$ cat src/rtl/pc_fetch_seq.sv
// Fetch controller for the single-issue CPU.
// Owns the program counter, fetches one instruction at a time over an imem
// req/ack handshake, holds it for decode, and applies the decode-stage branch
// decision (pc+4 or pc+4+sext(imm16)) when the instruction is consumed.
module pc_fetch_seq #(
  parameter logic [31:0] RESET_PC = 32'h0000_0000,
  parameter int          MAX_WAIT = 15
) (
  input  logic        clk,
  input  logic        rst_n,
  output logic        imem_req,
  output logic [31:0] imem_addr,
  input  logic        imem_ack,
  input  logic [31:0] imem_data,
  output logic        inst_valid,
  output logic [31:0] inst,
  output logic [31:0] inst_pc,
  input  logic        dec_ready,
  input  logic        br_taken,
  input  logic [15:0] br_imm16,
  input  logic        halt,
  output logic        halted,
  output logic        err,
  output logic [15:0] retired
);

  typedef enum logic [2:0] {
    S_IDLE,
    S_FETCH,
    S_ISSUE,
    S_HALT,
    S_ERR
  } state_t;

  // Last no-ack cycle allowed before the fetch is declared dead.
  localparam logic [7:0] WAIT_LAST = 8'(MAX_WAIT - 1);

  state_t      state;
  state_t      state_next;
  logic [31:0] pc;
  logic [7:0]  wait_cnt;
  logic [31:0] br_offset;
  logic        consume;

  assign consume   = (state == S_ISSUE) && dec_ready;
  assign br_offset = br_taken ? {{16{br_imm16[15]}}, br_imm16} : 32'h0;
  assign imem_addr = pc;

  // State register.
  always_ff @(posedge clk) begin
    // NOTE: sequential state uses non-blocking assignments so every register
    // samples pre-edge values, independent of statement order.
    if (!rst_n) state <= S_IDLE;
    else        state <= state_next;
  end

  // Next-state logic.
  always_comb begin
    // NOTE: default assignment first so every path drives state_next and no
    // latch is inferred.
    state_next = state;
    case (state)
      S_IDLE:  state_next = halt ? S_HALT : S_FETCH;
      S_FETCH: begin
        // An ack in the final wait cycle takes priority over the timeout.
        if (imem_ack)                   state_next = S_ISSUE;
        else if (wait_cnt == WAIT_LAST) state_next = S_ERR;
      end
      S_ISSUE: begin
        if (dec_ready) state_next = halt ? S_HALT : S_FETCH;
      end
      default: state_next = state;  // HALT and ERR leave only via reset
    endcase
  end

  // Moore outputs decoded from the registered state.
  always_comb begin
    imem_req   = (state == S_FETCH);
    inst_valid = (state == S_ISSUE);
    halted     = (state == S_HALT);
    err        = (state == S_ERR);
  end

  // PC, wait counter, instruction hold registers and retire counter.
  always_ff @(posedge clk) begin
    if (!rst_n) begin
      pc       <= RESET_PC;
      wait_cnt <= 8'd0;
      inst     <= 32'h0;
      inst_pc  <= 32'h0;
      retired  <= 16'd0;
    end else begin
      if (state == S_FETCH) begin
        if (imem_ack) begin
          inst     <= imem_data;
          inst_pc  <= pc;
          wait_cnt <= 8'd0;
        end else begin
          wait_cnt <= wait_cnt + 8'd1;
        end
      end
      // Branch offset is a byte offset added unshifted; all math wraps mod 2^32.
      if (consume) begin
        pc      <= pc + 32'd4 + br_offset;
        retired <= retired + 16'd1;
      end
    end
  end

endmodule

$ cat config.mk
export PLATFORM = sky130hd
export DESIGN_NAME = pc_fetch_seq
export DESIGN_NICKNAME = d
export VERILOG_FILES = /design/src/rtl/pc_fetch_seq.sv
export SDC_FILE = /design/constraint.sdc
export NUM_CORES = 1
export LEC_CHECK = 0
export BUFFER_PORTS_ARGS = -buffer_cell sky130_fd_sc_hd__buf_2
export CORE_AREA = 4 4 94 162
export CTS_BUF_LIST = sky130_fd_sc_hd__clkbuf_8
export CTS_CLUSTER_DIAMETER = 50
export DETAILED_ROUTE_END_ITERATION = 8
export DIE_AREA = 0 0 98 166
export GPL_TIMING_DRIVEN = 0
export MAX_ROUTING_LAYER = met4
export PLACE_DENSITY_LB_ADDON = 0.08
export SYNTH_ARGS = -nofsm -noshare
export SYNTH_HDL_FRONTEND = slang
export SYNTH_SLANG_ARGS = --single-unit
$ cat constraint.sdc
create_clock -name clk -period 5.5 [get_ports clk]
set_input_delay 0.55 -clock clk [delete_from_list [all_inputs] [get_ports clk]]
set_output_delay 0.55 -clock clk [all_outputs]
set_load 0.01 [all_outputs]
==> summary.md <==
| Metric | Value |
|---|---|
| DP Area | ~8000 um2 |
| Sequential share of the synthesized area | 0.3600 |
| Final setup viols | 0 |
| Most frequent cell after synthesis | nand2_1 |
| Hold Fails Final Rpt | 0 |
| Sequential Area | ~2500 um2 |
| Slew HR | 0.5269 |
| Post-synth top area share | 0.3600 |
| Worst-path fanout max | 10 |
| Clk buf depth | 2 |
| Mapped Nets | just under 1000 |
| H-tree levels | 4 |
| Hold Path Class | in2reg |
| Hold worst-path end | inst[27] |
| I/O pin total | between 150 and 200 |
| Crit path DAT | approximately 3.9 ns |
| Cells taking the most area after synthesis | dfxtp_1 (36%), nand2_1 (11%), a21oi_1 (8.9%) |
| # Max-Cap Violations | 0 |
| Fin crit share | 0.6551 |
| DRC | 0 |
| Worst R2R End | imem_addr[31] |
| Layout cells sized above 1 | 0.2130 |
| Mapped Avg Cell Area | 7.780 um2 |
| CTS tree | yes |
| Final non-filler cell area | roughly 8300 um2 |
| Core Region | between 10000 and 15000 um2 |
| Max-slew violation count | 0 |
| Final Worst Setup Slack | 1.897 ns |
| Crit path time final | 3.603 ns |
| Sum of negative setup slack | 0 ns |
| Cell area after synthesis | a little under 7000 um2 |
| Die height | 166 um |
| Hpwl dp | 16000 um |
| Pwr Density | 311.6 nW/um2 |
| Fin util | 0.5985 |
| Inserted Clock Buffers | 17 |
| Required time of the worst setup path | about 5.8 ns |
| Yosys reg bits | between 100 and 150 |
| FF-to-FF Start | imem_addr[1] |
| Post-synth ARST share | 0 |
| Die outline area | 16270 um2 |
| WHS Path Cells | 3 |
| Setup Crit Path Kind | in2reg |
| Antenna Nets Post-Route | 0 |
| Place WS | 1.503 ns |
| Net count, final | 1170 |
| Worst-skew pair later-pin latency | 0.45 ns |
| Antenna violations before repair | 0 |
| Hold_sp | imem_data[27] |
| Status | finished, final reports clean |
| Remaining Overflow, GRT | 0 |
| Vias in the first global route | about 7000 |
| Area grow syn2layout | 21.70% |
| Dominant cell type by area after synthesis | dfxtp_1 |
| Register-to-register setup slack | around 2.4 ns |
| CTS Root Cell | clkbuf_8 |
| First-pass GRT wire length | 33490 um |
| Starting Density | 0.4918 |
| Rows | 57 |
| Post-Syn Instances | approximately 880 |
| Vias per cell | between 5 and 6 |
| Drt initial violations | about 300 |
| Worst R2R Path Depth | 10 |
| Number of post-CTS setup repair buffers | 0 |
| Critical path endpoint category | flip-flop |
| Slew @ Worst Pin | between 0.7 and 0.8 ns |
| Via Count | 6832 |
| Unrepaired setup endpoints after global routing | no |
| Hold Buf Count CTS | 0 |
| Yosys warning count | 0 |
| Drt pass-1 iters | 5 |
| Buffers on Ports | about 170 |
| Number of distinct library cells after synthesis | 63 |
| F_max | around 280 MHz |
| Final Skew | roughly 0.016 ns |
| EDFF count, synth | 0 |
| Fillers | roughly 1400 |
| Synth top cells by count | nand2_1 (195), dfxtp_1 (123), a21oi_1 (122) |
| Maximum vdd drop | between 150 and 200 uV |
| Total GRT Usage | 0.2603 |
| Antenna cell count | 0 |
| Crit start category | primary input |
| Clock sink count | 123 |
| Clk pin slew, worst setup/hold paths | around 0.090 ns |
| Post-cts gate resize count | 0 |
| Largest net degree at the start of global routing | 17 |
| DIE WIDTH | roughly 98 um |
| Final GP Congestion | between 0.9 and 1 |
| Synth Flop Type | dfxtp_1 |
| Avg WL per Cell | roughly 16 um |
| Multi-input logic area | a little over 4000 um2 |
| Pleak | ~3.8 nW |
| Hold WS | between 0.3 and 0.4 ns |
| Final WL | around 21000 um |
[logic make-up (layout without fill, tap and decap cells)]
group,after synthesis,in the layout,synth area share
XOR/XNOR,48,48,0.06147
buffers and inverters,65,266,0.03842
adder cells (fa/ha/maj),49,49,0.09074
flip-flops,123,123,0.3600
AO/OA/AOI/OAI,218,218,0.1919
AND/OR/NAND/NOR,376,376,0.2574
[metal layers]
metal	up-vias	GRT usage	part of all wire
li1	3438	-	-
met1	3134	0.2634	0.38
met2	211	0.4810	0.54
met3	49	0.05044	0.050
met4	0	0.1055	0.033
met5	-	-	0
[stage by stage]
stage	instances	power, mW
global placement	1225	1.760
floorplan	879	1.506
finish	1257	2.594
CTS	1257	2.616
detailed placement	1225	1.768
global route	1257	2.748
[cell type report]
class / count / share of cell area
Clock buffer: 17 / 0.02811
Inverter: 18 / 0.008118
Multi-Input combinational cell: 691 / 0.4943
Timing Repair Buffer: 169 / 0.1016
Sequential cell: 123 / 0.2959
Buffer: 47 / 0.02345
Clock inverter: 15 / 0.02195
Tap cell: 177 / 0.02661
[how the worst max path moves through the flow]
stage                     slack, ns  cells after the start          from            end
final                          1.90                     13      br_taken  imem_addr[31]
after global placement         1.50                     13  br_imm16[15]  imem_addr[29]
after detailed placement       1.50                     13  br_imm16[15]  imem_addr[29]
after CTS                      1.94                     13  br_imm16[15]  imem_addr[29]
after global routing           1.73                     13  br_imm16[15]  imem_addr[29]
after floorplan                2.24                     12      br_taken  imem_addr[29]
[cells in the final DEF (no fill, tap or decap), types with 4 or more instances in the layout]
cell type and count:
a31oi_1 6, a21o_1 13, nor3_1 7, clkbuf_8 17, and3_1 28, o211ai_1 4, or3_1 8, xnor2_1 28
inv_6 5, nand2_1 195, ha_1 48, xor2_1 20, a211oi_1 8, nor2_1 49, dfxtp_1 123, buf_2 178
a21oi_1 122, and4_1 5, inv_1 17, o21bai_1 8, nand3_1 25, nand4_1 17, clkbuf_1 33, o21ai_1 5
clkinv_4 4, o21ai_0 21, and2_1 16
[worst max-delay path: stages]
cell and delay, ns:
buf_2 0.12, clkbuf_1 0.45, and2_1 0.23, ha_1 0.23, ha_1 0.23, fa_1 0.42
a21oi_2 0.21, o211ai_1 0.16, a22oi_1 0.42, a31oi_2 0.28, and4_1 0.30, o2111ai_1 0.19
nand4_1 0.11
[state kept, by name (all words and copies together) (netlist names)]
name / count
inst_pc: 32
imem_addr: 32
wait_cnt: 8
retired: 16
inst: 32
state: 3
[where the power goes]
| part | total, mW | internal [mW] | switching [mW] | leakage [nW] |
|---|---|---|---|---|
| sequential | 1.03 | 0.967 | 0.0664 | 0.995 |
| combinational | 0.711 | 0.246 | 0.465 | 2.57 |
| clock | 0.849 | 0.421 | 0.428 | 0.213 |
No activity file was read; power rests on OpenSTA's default activity.
